[config.mk]
export PLATFORM = sky130hd
export DESIGN_NAME = seven_seg_scan
export DESIGN_NICKNAME = d
export VERILOG_FILES = /design/src/rtl/seven_seg_pkg.sv /design/src/rtl/seven_seg_scan_decoder.sv /design/src/rtl/seven_seg_scan.sv
export SDC_FILE = /design/constraint.sdc
export NUM_CORES = 1
export LEC_CHECK = 0
export CAP_MARGIN = 20
export CORE_UTILIZATION = 48
export DETAILED_ROUTE_END_ITERATION = 6
export GPL_TIMING_DRIVEN = 0
export HOLD_SLACK_MARGIN = 0.02
export PLACE_DENSITY = 0.69
export SETUP_SLACK_MARGIN = 0.15
export SKIP_CTS_REPAIR_TIMING = 1
export SLEW_MARGIN = 25
export SYNTH_ARGS = -nofsm -noshare
export SYNTH_HDL_FRONTEND = slang
export SYNTH_SLANG_ARGS = --single-unit
[constraint.sdc]
create_clock -name clk -period 3.1 [get_ports clk]
set_clock_uncertainty 0.15 [all_clocks]
set_input_delay 0.93 -clock clk [delete_from_list [all_inputs] [get_ports clk]]
set_output_delay 0.93 -clock clk [all_outputs]
set_load 0.02 [all_outputs]
[src/rtl/seven_seg_pkg.sv]
// Shared constants for the four-digit seven-segment scanner: active-low
// segment patterns (bit order g..a) and default divider values.
package seven_seg_pkg;

  localparam int DEFAULT_REFRESH_DIV = 100000;
  localparam int DEFAULT_BLINK_DIV   = 25000000;

  localparam logic [6:0] SEG_0     = 7'b1000000;
  localparam logic [6:0] SEG_1     = 7'b1111001;
  localparam logic [6:0] SEG_2     = 7'b0100100;
  localparam logic [6:0] SEG_3     = 7'b0110000;
  localparam logic [6:0] SEG_4     = 7'b0011001;
  localparam logic [6:0] SEG_5     = 7'b0010010;
  localparam logic [6:0] SEG_6     = 7'b0000010;
  localparam logic [6:0] SEG_7     = 7'b1111000;
  localparam logic [6:0] SEG_8     = 7'b0000000;
  localparam logic [6:0] SEG_9     = 7'b0010000;
  localparam logic [6:0] SEG_A     = 7'b0001000;
  localparam logic [6:0] SEG_B     = 7'b0000011;
  localparam logic [6:0] SEG_C     = 7'b1000110;
  localparam logic [6:0] SEG_D     = 7'b0100001;
  localparam logic [6:0] SEG_E     = 7'b0000110;
  localparam logic [6:0] SEG_F     = 7'b0001110;
  localparam logic [6:0] SEG_BLANK = 7'b1111111;

  // Per-frame snapshot of the display inputs, so a frame never mixes old and new values.
  typedef struct packed {
    logic [15:0] digits;
    logic [3:0]  dp;
    logic [3:0]  blink_mask;
  } shadow_t;

endpackage

[src/rtl/seven_seg_scan_decoder.sv]
// Combinational 4-bit value to active-low seven-segment pattern.
// Define SEVEN_SEG_HEX_EN to render A-F; otherwise 10-15 are blank.
module seg_decoder
  import seven_seg_pkg::*;
(
  input  logic [3:0] val_i,
  output logic [6:0] seg_o
);

  always_comb begin
    seg_o = SEG_BLANK;
    case (val_i)
      4'h0: seg_o = SEG_0;
      4'h1: seg_o = SEG_1;
      4'h2: seg_o = SEG_2;
      4'h3: seg_o = SEG_3;
      4'h4: seg_o = SEG_4;
      4'h5: seg_o = SEG_5;
      4'h6: seg_o = SEG_6;
      4'h7: seg_o = SEG_7;
      4'h8: seg_o = SEG_8;
      4'h9: seg_o = SEG_9;
`ifdef SEVEN_SEG_HEX_EN
      4'hA: seg_o = SEG_A;
      4'hB: seg_o = SEG_B;
      4'hC: seg_o = SEG_C;
      4'hD: seg_o = SEG_D;
      4'hE: seg_o = SEG_E;
      4'hF: seg_o = SEG_F;
`endif
      default: seg_o = SEG_BLANK;
    endcase
  end

endmodule

[src/rtl/seven_seg_scan.sv]
// Time-multiplexed driver for a four-digit common-anode display with per-digit
// blink and tear-free frame updates. Hex glyphs via SEVEN_SEG_HEX_EN (in seg_decoder).
module seven_seg_scan
  import seven_seg_pkg::*;
#(
  parameter int REFRESH_DIV = DEFAULT_REFRESH_DIV,
  parameter int BLINK_DIV   = DEFAULT_BLINK_DIV
) (
  input  logic        clk,
  input  logic        rst_n,
  input  logic        en,
  input  logic [15:0] digits,
  input  logic [3:0]  dp,
  input  logic [3:0]  blink_mask,
  output logic [7:0]  seg,
  output logic [3:0]  an
);

  localparam int RW = $clog2(REFRESH_DIV);
  localparam int BW = $clog2(BLINK_DIV);
  localparam logic [RW-1:0] REF_LAST = RW'(REFRESH_DIV - 1);
  localparam logic [BW-1:0] BLK_LAST = BW'(BLINK_DIV - 1);

  logic [RW-1:0] ref_cnt_q, ref_cnt_d;
  logic [BW-1:0] blk_cnt_q, blk_cnt_d;
  logic [1:0]    idx_q, idx_d;
  logic          phase_q, phase_d;
  shadow_t       shadow_q, shadow_d;
  logic [7:0]    seg_q, seg_d;
  logic [3:0]    an_q, an_d;
  logic          slot_tick, blink_tick;
  logic [3:0]    cur_val;
  logic [6:0]    cur_pat;

  assign cur_val = shadow_q.digits[{idx_q, 2'b00} +: 4];

  seg_decoder u_dec (
    .val_i (cur_val),
    .seg_o (cur_pat)
  );

  always_comb begin
    slot_tick  = (ref_cnt_q == REF_LAST);
    blink_tick = (blk_cnt_q == BLK_LAST);
    ref_cnt_d  = slot_tick  ? '0 : ref_cnt_q + RW'(1);
    blk_cnt_d  = blink_tick ? '0 : blk_cnt_q + BW'(1);
    idx_d      = slot_tick  ? idx_q + 2'd1 : idx_q;
    phase_d    = blink_tick ? ~phase_q : phase_q;
    shadow_d   = shadow_q;
    // Snapshot only as the scan wraps from digit 3 back to digit 0.
    if (slot_tick && (idx_q == 2'd3)) begin
      shadow_d = '{digits: digits, dp: dp, blink_mask: blink_mask};
    end
  end

  always_comb begin
    seg_d = {~shadow_q.dp[idx_q], cur_pat};
    an_d  = ~(4'b0001 << idx_q);
    if (phase_q && shadow_q.blink_mask[idx_q]) begin
      an_d = 4'hF;
    end
    // Blanking gates only the outputs; counters keep the scan phase running.
    if (!en) begin
      seg_d = 8'hFF;
      an_d  = 4'hF;
    end
  end

  always_ff @(posedge clk or negedge rst_n) begin
    if (!rst_n) begin
      ref_cnt_q <= '0;
      blk_cnt_q <= '0;
      idx_q     <= '0;
      phase_q   <= 1'b0;
      shadow_q  <= '0;
      seg_q     <= 8'hFF;
      an_q      <= 4'hF;
    end else begin
      ref_cnt_q <= ref_cnt_d;
      blk_cnt_q <= blk_cnt_d;
      idx_q     <= idx_d;
      phase_q   <= phase_d;
      shadow_q  <= shadow_d;
      seg_q     <= seg_d;
      an_q      <= an_d;
    end
  end

  assign seg = seg_q;
  assign an  = an_q;

endmodule

After elaboration in Yosys (flattened, before gate mapping)
Memory sizes are Yosys's and may differ from the RTL's.
Index checks and enable logic that the tools add are counted.
Widths: inputs -> output; s select.
Operators by class
  $add $sub $neg: 3
  magnitude comparators: 1
  divide/modulo/power cells: 0
  equal/unequal tests: 3
  multipliers: 0
  bitwise logic cells: 3
  reductions and logical operators: 2
  mux-type cells: 9
  shift operators: 2
Operators with widths (count)
  $add 25x1->25 const B: 1
  $eq 25x25->1 const B: 1
  $mux 25: 1
  $add 17x1->17 const B: 1
  $eq 17x17->1 const B: 1
  $mux 17: 1
  $shiftx 16x5->4: 1
  $mux 4: 2
  $mux 8: 1
  $bmux 1 s2: 2
  $not 4->4: 1
  $shl 1x2->4 const A: 1
  $lt 2x3->1 const B: 1
  $add 2x1->2 const B: 1
  $eq 2x2->1 const B: 1
  $logic_and 1x1->1: 2
  $mux 1: 2
  $not 1->1: 2
Word-level totals
  RAM bits: 0
  word-level logic and storage cells: 33
  memory bits (read-only): 112
  latch bits: 0
  output and inout bits: 12
  register bits: 81
  memories: 1
Memories
  (no name shown): depth 16, bits a word 7, rd ports 1, clocked after Yosys merged registers in 0, write ports 0, RTL line seven_seg_scan_decoder.sv:12  | case (val_i)

Logic depth before layout (Yosys ltp)
Gate-level depths: netlist of run 1.
  depth after elaboration: 5
  depth in mapped cells: 8
  gate-level depth less buffers: 7

By module
Synthesis of run 1 repeated with hierarchy kept, for this count alone.
Second synthesis, totals
  cell total of the unflattened synthesis: 330
  area, all modules: 3878.7 um2
Modules (own cells, without submodules)
  seven_seg_scan: seq. area each 2042.0 um2, times used 1, cells each 297, area an instance 3668.5 um2
  seg_decoder: seq. area each 0.0 um2, times used 1, cells each 33, area an instance 210.2 um2

Worst setup path after synthesis of run 1
No wires, ideal clock.
  path type: reg-to-reg
  from: register ref_cnt_q[0]
  to: register shadow_q[10] in the netlist's numbering
  arrival time: 1.925 ns
  stages on the path, launching flop included: 8
  path slack: 0.900 ns
  data required time: 2.825 ns
  period minus slack after synthesis: 2.200 ns
  library setup time: 0.125 ns
  path buffers: 2
  path through: dfrtp_1 ha_1 and4_4 nand2_4 or4_4 buf_6 buf_12 mux2_4
Between the ends
  longest elaborated chain between the ends: 2
Ends and longest elaborated chain
  from (decl): RTL line seven_seg_scan.sv:24  | logic [RW-1:0] ref_cnt_q, ref_cnt_d;
  from (signal assigned): RTL line seven_seg_scan.sv:79  | ref_cnt_q <= ref_cnt_d;
  $eq 17x17->1: RTL line seven_seg_scan.sv:43  | slot_tick = (ref_cnt_q == REF_LAST);
  $logic_and 1x1->1: RTL line seven_seg_scan.sv:51  | if (slot_tick && (idx_q == 2'd3)) begin
  to (signal assigned): RTL line seven_seg_scan.sv:83  | shadow_q <= shadow_d;
  to (decl): RTL line seven_seg_scan.sv:28  | shadow_t shadow_q, shadow_d;
No other way between the ends.
A chain may end at the register's enable or synchronous reset.

Final worst setup path of run 1
  from: register seg_q[6], in the netlist seg[6]
  to: output port seg[6]
RTL lines
  from (decl): RTL line seven_seg_scan.sv:29  | logic [7:0] seg_q, seg_d;
  from (signal assigned): RTL line seven_seg_scan.sv:84  | seg_q <= seg_d;
  to (decl): RTL line seven_seg_scan.sv:15  | output logic [7:0] seg,
No word-level cell between the ends.

==> results.md, run 1 <==
* Post-synth EDFFs at 0
* DP HPWL at 4.976 mm
* Max Freq at 389.9 MHz
* Synth Area in Adders at 3.519%
* Main combinational cell family by area after synthesis: simple AND/OR/NAND/NOR gates
* Buf+Inv Stages, Crit Path at 1
* Final Hold Viols at 0
* Share of the synthesized area in the top cell type at 44.15%
* Maximum vdd drop at 0.1945 mV
* Most frequent cell after synthesis: dfrtp_1
* Largest delay share family, worst path: buffers and inverters
* Sequential area share after synthesis at 52.21%
* CP max FO at 1
* RSZ-0062 raised after global routing: false
* Fillcell total at 652
* First DRT Iteration DRCs at 90
* # IOs at 39
* Nature of the critical path endpoint: output pin
* Synth Area in Compound Gates at 4.319%
* Core area at 7807 um2
* ANT cells at 0
* FP Rows at 32
* Top cell type by total area after synthesis: dfrtp_1
* Worst skew pair latency at 0.35 ns
* Clk pin slew, worst setup/hold paths at 0.09 ns
* Buffers on Ports at 38
* Initial core utilization at 50.10%
* NetSw at 0.0004563 W
* Sw Ratio at 21.77%
* Synth Instances at 320
* CTS buffer count at 9
* Final nets at 408
* Initial antenna violation count at 0
* Min-delay src: blk_cnt_q[4]
* Seq cells post-synth at 81
* Final setup viols at 0
* CTS tree: built
* Max-Cap Viols at 0
* XOR/XNOR Fraction of Synth Area at 6.494%
* Synth cell count leaders: 69 x dfrtp_1, 24 x nand2_1, 21 x nor2_1
* Placed insts at 461
* Residual DRC count at 0
* Yosys Warn Count at 0
* H-tree levels at 3
* Slowest CP cell: clkdlybuf4s50_1
* DRT Pass-1 Iters at 4
* Post-synthesis mux area share at 14.40%
* Vias post-DR at 2537
* RePlAce Congestion at 0.7800
* Largest cells by area after synthesis: dfrtp_1 44%, dfstp_2 8.1%, mux2_4 7.7%
* Power density over the cells at 449.2 nW/um2
* Post-route non-filler standard cell count at 477
* Vias in the first global route at 2574
* P_leak at 2.057 nW
* Longest Clk Path Bufs at 2
* Power share of the combinational group at 6.4%
* Worst setup path class: flip-flop to output pin
* Die Footprint at 8514 um2
* Crit-path cells: clkdlybuf4s50_1
* Crit. Startpoint: seg[6]
* Largest net degree at the start of global routing at 43
* Post-route minimum period at 2.565 ns
* Slew Viols, Final at 0
* Die H at 92.27 um
* Arrival time worst endpoint at 1.48 ns
* GR Util All Layers at 18.47%
* Post-synthesis cell area at 3911 um2
* Vias/cell at 5.319
* Register area at 2042 um2
* CP required at 2.02 ns
* Clock share of power at 41.3%
* DIE WIDTH at 92.27 um
* Clk sinks at 81
* Share of cells above drive strength 1 at 20.00%
* Power Internal at 0.001639 W
* Flop2flop setup slack at 0.73 ns
* R2r startpoint: blk_cnt_q[2]
* Root Driver: clkbuf_8
* Total grt overflow at 0
* Post-DRT Antenna Nets at 0
* Post-synth top flop: dfrtp_1
* Multi-input logic area at 1737 um2
* Global-route wire length before repair at 12.22 mm
* Routed Wire Length at 7.074 mm
* Wire per inst at 14.83 um
* Period utilisation layout at 82.74%
* Worst rel slew slack at 58.93%
* Asr flop ratio synth at 100.0%
* Sequential share of power at 52.3%
* Post-synthesis simple-gate area fraction at 15.67%
* P&R area growth vs syn at 19.26%
* Synthesized Nets at 358
* Unique cell type count in the Yosys netlist at 44
* Worst slew pin tran at 0.6110 ns
* CP max stage delay at 0.60 ns
* Setup crit start kind: flip-flop
* Syn Area/Cell at 12.22 um2
* WHS at 0.3223 ns
* Status: finished, final reports clean
* Worst min path class: flip-flop to flip-flop
==> area by class of cell <==
cell class | instances | area share, %
Buffer | 12 | 1.958
Clock buffer | 10 | 2.951
Clock inverter | 6 | 1.931
Inverter | 11 | 0.8852
Multi-Input combinational cell | 216 | 37.23
Sequential cell | 81 | 43.78
Tap cell | 102 | 2.736
Timing Repair Buffer | 39 | 8.530
==> cells in the final DEF (no fill, tap or decap), drive strengths merged, types with 2 or more instances in the layout <==
| cell type | synthesis | layout |
|---|---|---|
| nor2b | 3 | 3 |
| clkdlybuf4s50 | 0 | 37 |
| mux4 | 6 | 6 |
| nor2 | 21 | 21 |
| clkinv | 0 | 2 |
| nand4 | 10 | 10 |
| a21oi | 9 | 9 |
| nand4b | 2 | 2 |
| nor3 | 5 | 5 |
| inv | 11 | 12 |
| nand2 | 25 | 25 |
| mux2i | 6 | 6 |
| mux2 | 26 | 26 |
| nor4b | 3 | 3 |
| bufinv | 0 | 2 |
| dfrtp | 69 | 69 |
| o41ai | 2 | 2 |
| or3 | 6 | 6 |
| buf | 6 | 8 |
| and2 | 2 | 2 |
| dfstp | 12 | 12 |
| ha | 11 | 11 |
| nor4 | 4 | 4 |
| nand3 | 13 | 13 |
| and4 | 4 | 4 |
| xnor2 | 14 | 14 |
| and3 | 6 | 6 |
| o31ai | 4 | 4 |
| o21ai | 10 | 10 |
| or4 | 4 | 4 |
| clkbuf | 6 | 16 |
| xor2 | 15 | 15 |
==> final timing paths <==
path / depth (start not counted) / endpoint
max: 1 / seg[6]
max reg2reg: 6 / blk_cnt_q[3]
min reg2reg: 1 / blk_cnt_q[4]
max in group asynchronous: 2 / ref_cnt_q[4]
min in group asynchronous: 1 / blk_cnt_q[9]
min: 1 / blk_cnt_q[4]
==> power by group through the flow <==
| stage | clock network, W | logic (W) | registers [W] |
|---|---|---|---|
| after floorplan | 0 | 0.0000463 | 0.00112 |
| after global placement | 0 | 0.000132 | 0.00112 |
| after detailed placement | 0 | 0.000136 | 0.00112 |
| after CTS | 0.000892 | 0.000137 | 0.00110 |
| after global routing | 0.000932 | 0.000147 | 0.00110 |
| final | 0.000866 | 0.000134 | 0.00110 |
==> logic make-up (layout without fill, tap and decap cells) <==
| logic type | Yosys count | in the layout |
|---|---|---|
| xor gates and xnor gates | 29 | 29 |
| and+or+nand+nor | 110 | 110 |
| muxes | 38 | 38 |
| DFF | 81 | 81 |
| AOI/OAI and AO/OA | 28 | 28 |
| buffers and inverters | 23 | 78 |
| adders and majority gates | 11 | 11 |
==> state kept, by name (all words and copies together), names as in the netlist <==
name	flops
blk_cnt_q	25
shadow_q	24
an	4
seg	8
phase_q	1
ref_cnt_q	17
idx_q	2
==> routing by layer <==
metal	GRT usage (%)	share of wire, %
met3	4.312	2.7
met4	6.771	1.6
met2	27.55	46
met5	0	0
met1	26.25	50
==> metrics by stage <==
step	total power, W	cell area, um2	setup slack, ns	util [%]	setup TNS [ns]
5_1_grt	0.002178	4664	0.4896	59.74	0
2_1_floorplan	0.001170	3911	0.9003	-	0
3_3_place_gp	0.001247	4419	-1.906	56.60	-142.57
4_1_cts	0.002125	4664	0.5128	59.74	0
6_report	0.002095	4664	0.5352	59.74	0
3_5_place_dp	0.001252	4437	0.7658	56.83	0
No activity file was read; power rests on OpenSTA's default activity.
==> inputs of run 2 (changes only) <==
- clock period: 3.1 -> 2.5 ns (I/O delays scaled with it)
==> run 2 against run 1 <==
Net effect: sequential power up 24%; setup slack worse by 0.31 ns; combinational power up 22%; sequential cell count unchanged; sequential share of layout area down 0.65 points; utilization up 0.90 points; register-to-register slack worse by 0.51 ns; critical path depth up 6; first-iteration DRC count up 17%; largest power group unchanged.
==> results.md, run 2 (synthesis results as in run 1) <==
* Root Driver: clkbuf_8
* Total grt overflow at 0 (unchanged)
* Fillcell total at 646 (-0.92%)
* Largest registers: blk_cnt_q (25), shadow_q (24), ref_cnt_q (17)
* P_leak at 2.113 nW (+2.7%)
* Max FFs per register at 25 (unchanged)
* P&R area growth vs syn at 21.05%
* RePlAce Congestion at 0.7800 (unchanged)
* Wire per inst at 14.97 um (+0.95%)
* Die H at 92.27 um (unchanged)
* Final nets at 410 (+0.49%)
* Worst slew pin tran at 0.5056 ns (-0.1055 ns)
* CP required at 2.58 ns (+0.56 ns)
* Final setup viols at 0 (unchanged)
* Worst min path class: primary input to asynchronous set/reset pin
* GR Util All Layers at 18.47% (unchanged)
* Worst skew pair latency at 0.35 ns (about the same)
* Routed Wire Length at 7.171 mm (+1.4%)
* # IOs at 39 (unchanged)
* Power density over the cells at 547.4 nW/um2 (+22%)
* Vias in the first global route at 2574 (unchanged)
* Setup crit start kind: flip-flop
* Clock share of power at 41.3% (about the same)
* Sw Ratio at 21.65% (-0.12 points)
* Worst rel slew slack at 66.29% (+7.4 points)
* FP Rows at 32 (unchanged)
* Worst setup path class: flip-flop to flip-flop
* R2r startpoint: ref_cnt_q[0]
* Die Footprint at 8514 um2 (unchanged)
* Post-DRT Antenna Nets at 0 (unchanged)
* DIE WIDTH at 92.27 um (unchanged)
* Sequential share of power at 52.4% (about the same)
* Vias/cell at 5.367 (+0.92%)
* CP max FO at 10 (+9)
* CP endpoint: shadow_q[20]
* DP HPWL at 4.976 mm (unchanged)
* Power share of the combinational group at 6.3% (about the same)
* Commonest non-fill, non-tap cell in the layout: dfrtp_1
* Maximum vdd drop at 0.2387 mV (+23%)
* CP max stage delay at 0.48 ns (-0.12 ns)
* Commonest non-fill, non-tap cells in the layout: 69 x dfrtp_1, 25 x clkdlybuf4s50_1, 24 x nand2_1, 21 x nor2_1, 20 x mux2_4
* Max-Cap Viols at 0 (unchanged)
* Clk sinks at 81 (unchanged)
* ANT cells at 0 (unchanged)
* Longest Clk Path Bufs at 2 (unchanged)
* Placed insts at 461 (unchanged)
* Initial core utilization at 50.10% (unchanged)
* Design area at 4735 um2 (+1.5%)
* CTS tree: built
* Core area at 7807 um2 (unchanged)
* RR Endpoint: shadow_q[20]
* RSZ-0062 raised after global routing: false
* CTS buffer count at 9 (unchanged)
* Residual DRC count at 0 (unchanged)
* Core Util, Final at 60.64% (+0.90 points)
* NetSw at 0.0005612 W (+23%)
* Final Hold Viols at 0 (unchanged)
* Max Freq at 439.4 MHz
* Global-route wire length before repair at 12.22 mm (unchanged)
* Power, Total at 0.002592 W (+24%)
* Slowest CP cell: or4_4
* Period utilisation layout at 91.02%
* Power Internal at 0.002031 W (+24%)
* Reg with most FFs: blk_cnt_q
* Crit. Startpoint: ref_cnt_q[0]
* H-tree levels at 3 (unchanged)
* Crit-path cells: ha_4 -> and4_4 -> nand2_4 -> or4_4 -> buf_6 -> buf_12 -> mux2_4
* WHS at 0.2041 ns (-0.1182 ns)
* Buffers on Ports at 38 (unchanged)
* Arrival time worst endpoint at 2.36 ns (+0.88 ns)
* Placed Area at 4437 um2 (unchanged)
* DRT Pass-1 Iters at 4 (unchanged)
* Initial antenna violation count at 0 (unchanged)
* Share of cells above drive strength 1 at 20.95% (+0.95 points)
* Flop2flop setup slack at 0.22 ns (-0.51 ns)
* Post-route non-filler standard cell count at 479 (+0.42%)
* FF-to-FF path depth at 7 (+1)
* Nature of the critical path endpoint: flip-flop
* Largest net degree at the start of global routing at 43 (unchanged)
* Post-route minimum period at 2.276 ns
* Vias post-DR at 2571 (+1.3%)
* Clk pin slew, worst setup/hold paths at 0.09 ns (about the same)
* First DRT Iteration DRCs at 105 (+17%)
* Slew Viols, Final at 0 (unchanged)
* Status: finished, final reports clean
[run 2: critical path, delay by kind of cell, from the launching register on]
family | cells | cell delay, ns
buffers and inverters | 2 | 0.31
AND/OR/NAND/NOR | 3 | 0.81
adder cells (fa/ha/maj) | 1 | 0.17
multiplexers | 1 | 0.29
flip-flops | 1 | 0.42
[run 2: layer usage]
metal	GRT usage (%)	routed length [um]
met3	4.312	269
met5	0	0
met4	6.771	68
met1	26.25	3475
met2	27.55	3358
[run 2: final cells by class]
| class | instances | area, um2 | share of cell area (%) |
|---|---|---|---|
| well taps | 102 | 127.6 | 2.696 |
| plain buffers | 12 | 95.09 | 2.008 |
| repair buffers | 41 | 442.9 | 9.355 |
| clock buffers | 10 | 137.6 | 2.907 |
| clock inverters | 6 | 90.09 | 1.903 |
| inverters | 11 | 41.29 | 0.8721 |
| flip-flops and latches | 81 | 2042 | 43.13 |
| multi-input cells | 216 | 1758 | 37.13 |
[run 2: power groups by stage]
stage | registers, W | clock network, W | logic [W]
4_1_cts | 0.00136 | 0.00111 | 0.000170
2_1_floorplan | 0.00139 | 0 | 0.0000574
5_1_grt | 0.00136 | 0.00116 | 0.000180
3_3_place_gp | 0.00138 | 0 | 0.000164
6_report | 0.00136 | 0.00107 | 0.000164
3_5_place_dp | 0.00138 | 0 | 0.000169
[run 2: stage by stage]
step | TNS [ns] | setup slack [ns]
floorplan | 0 | 0.3003
global placement | -176.59 | -2.326
detailed placement | 0 | 0.1658
CTS | 0 | 0.09284
global route | 0 | 0.1502
finish | 0 | 0.2244
[run 2: how the worst min path moves through the flow]
stage | end | slack [ns]
2_1_floorplan | phase_q | 0.29
4_1_cts | blk_cnt_q[9] | 0.21
3_3_place_gp | phase_q | 0.30
3_5_place_dp | blk_cnt_q[4] | 0.31
5_1_grt | blk_cnt_q[9] | 0.23
6_report | blk_cnt_q[9] | 0.20
==> inputs of run 3 (changes only) <==
- PLACE_DENSITY: 0.69 -> 0.72
- clock period: 2.5 -> 2.07 ns (I/O delays scaled with it)
==> run 3 against run 2 <==
Net effect: the flow now finishes with violations (negative setup slack); routed wire length increased by 17%; clock power increased by 16%; critical path depth decreased by 1; die area unchanged; register-to-register slack got worse by 0.40 ns; sequential cell count unchanged; utilization increased by 5.7 points; sequential power increased by 21%; clock-buffer cell count increased by 1; critical endpoint is now shadow_q[21].
==> results.md, run 3 (synthesis results as in run 1) <==
* Die Footprint at 8514 um2 (unchanged)
* Worst setup path class: flip-flop to flip-flop
* R2r startpoint: ref_cnt_q[13]
* RR Endpoint: shadow_q[21]
* Max-Cap Viols at 0 (unchanged)
* Reg with most FFs: blk_cnt_q
* Clock share of power at 39.7% (-1.6 points)
* ANT cells at 0 (unchanged)
* Slew Viols, Final at 0 (unchanged)
* Global-route wire length before repair at 12.19 mm (-0.28%)
* CTS buffer count at 9 (unchanged)
* DP HPWL at 5.253 mm (+5.6%)
* Clk sinks at 81 (unchanged)
* Worst rel slew slack at 70.93% (+4.6 points)
* Fillcell total at 551 (-15%)
* Core area at 7807 um2 (unchanged)
* RSZ-0062 raised after global routing: true
* Setup ws final at -0.1755 ns (-0.3999 ns)
* Sw Ratio at 21.82% (+0.17 points)
* GR Util All Layers at 18.91% (+0.44 points)
* Placed Area at 4453 um2 (+0.37%)
* WHS at 0.02303 ns (-0.1811 ns)
* Vias post-DR at 2796 (+8.8%)
* Total grt overflow at 0 (unchanged)
* P&R area growth vs syn at 32.34%
* Power share of the combinational group at 7.7% (+1.4 points)
* Worst skew pair latency at 0.36 ns (about the same)
* Pre-CTS setup slack at -0.3028 ns (-0.4686 ns)
* Maximum vdd drop at 0.4997 mV (+110%)
* Commonest non-fill, non-tap cell in the layout: dfrtp_1
* Initial antenna violation count at 0 (unchanged)
* Clk pin slew, worst setup/hold paths at 0.09 ns (about the same)
* Post-DRT Antenna Nets at 0 (unchanged)
* P_leak at 2.294 nW (+8.6%)
* CTS tree: built
* Core Util, Final at 66.30% (+5.7 points)
* DRT Pass-1 Iters at 4 (unchanged)
* Max FFs per register at 25 (unchanged)
* Period utilisation layout at 108.5% (+17 points)
* Setup crit start kind: flip-flop
* RePlAce Congestion at 0.8419 (+7.9%)
* FP Rows at 32 (unchanged)
* Worst slew pin tran at 0.4327 ns (-0.07284 ns)
* Sequential share of power at 52.6% (+0.2 points)
* Nature of the critical path endpoint: flip-flop
* Flop2flop setup slack at -0.18 ns (-0.40 ns)
* FF-to-FF path depth at 6 (-1)
* Longest Clk Path Bufs at 2 (unchanged)
* Placed insts at 461 (unchanged)
* Power density over the cells at 602.7 nW/um2 (+10%)
* First DRT Iteration DRCs at 107 (+1.9%)
* Design area at 5176 um2 (+9.3%)
* Power Internal at 0.002439 W (+20%)
* Initial core utilization at 50.10% (unchanged)
* Status: finished with violations
* CP max stage delay at 0.54 ns (+0.06 ns)
* DIE WIDTH at 92.27 um (unchanged)
* Failing checks: negative setup slack
* Root Driver: clkbuf_8
* Buffers on Ports at 38 (unchanged)
* Residual DRC count at 0 (unchanged)
* H-tree levels at 3 (unchanged)
* Wire per inst at 16.52 um (+10%)
* Share of cells above drive strength 1 at 36.70% (+16 points)
* Post-route minimum period at 2.245 ns (-0.03014 ns)
* Post-route non-filler standard cell count at 508 (+6.1%)
* Arrival time worst endpoint at 2.33 ns (-0.03 ns)
* Die H at 92.27 um (unchanged)
* CP required at 2.16 ns (-0.42 ns)
* Slowest CP cell: or4_4
* # IOs at 39 (unchanged)
* Crit-path cells: nor4b_4 -> nand2_1 -> or4_4 -> buf_8 -> buf_12 -> mux2_4
* Final nets at 439 (+7.1%)
* Vias in the first global route at 2551 (-0.89%)
* Commonest non-fill, non-tap cells in the layout: 63 x dfrtp_1, 27 x buf_4, 25 x clkdlybuf4s50_1, 22 x mux2_4, 21 x nand2_1
* Largest delay share family, worst path: simple AND/OR/NAND/NOR gates
* Final Hold Viols at 0 (unchanged)
* Final setup viols at 22 (+22)
* CP max FO at 10 (unchanged)
* Vias/cell at 5.504 (+2.5%)
* Routed Wire Length at 8.391 mm (+17%)
* Largest net degree at the start of global routing at 56 (+30%)
* Max Freq at 445.3 MHz (+1.3%)
* NetSw at 0.0006807 W (+21%)
* Buf+Inv Stages, Crit Path at 2 (unchanged)
* Largest registers: blk_cnt_q (25), shadow_q (24), ref_cnt_q (17)
* Worst min path class: primary input to asynchronous set/reset pin
## run 3: changes by cell type in the layout (fill, tap and decap cells not counted), moves of 7 or more
cell     previous run  this run
a21oi_2             0         8
buf_6               1         8
buf_4               5        27
a21oi_1             9         1
## run 3: through the flow
stage / power (W) / TNS, ns
6_report: 0.003120 / -3.616
5_1_grt: 0.003233 / -5.243
4_1_cts: 0.003131 / -11.49
3_5_place_dp: 0.001880 / -8.266
3_3_place_gp: 0.001867 / -203.72
2_1_floorplan: 0.001752 / -2.474
## run 3: worst max-delay path by stage
| stage | from | endpoint | depth (start not counted) |
|---|---|---|---|
| floorplan | ref_cnt_q[0] | shadow_q[10] | 7 |
| global placement | rst_n | shadow_q[18] | 1 |
| detailed placement | blk_cnt_q[2] | blk_cnt_q[3] | 6 |
| CTS | blk_cnt_q[2] | blk_cnt_q[3] | 6 |
| global route | ref_cnt_q[13] | shadow_q[5] | 6 |
| finish | ref_cnt_q[13] | shadow_q[21] | 6 |
## run 3: layer usage
| layer | track usage (%) | routed length [um] |
|---|---|---|
| met1 | 23.63 | 3442 |
| met5 | 0 | 0 |
| met2 | 30.72 | 4366 |
| met3 | 5.307 | 359 |
| met4 | 8.073 | 222 |
## run 3: power groups by stage
stage	sequential (W)	combinational (W)	clock (W)
final	0.00164	0.000240	0.00124
after global routing	0.00165	0.000260	0.00133
after CTS	0.00164	0.000210	0.00128
after detailed placement	0.00167	0.000209	0
after global placement	0.00167	0.000197	0
after floorplan	0.00168	0.0000699	0
## run 3: cell type report
cell class	instances	area, um2	area share (%)
flip-flops and latches	81	2049	39.59
multi-input cells	216	1912	36.93
clock inverters	5	81.33	1.571
inverters	11	46.29	0.8944
plain buffers	12	133.9	2.586
repair buffers	70	694.4	13.42
clock buffers	11	131.4	2.538
well taps	102	127.6	2.466
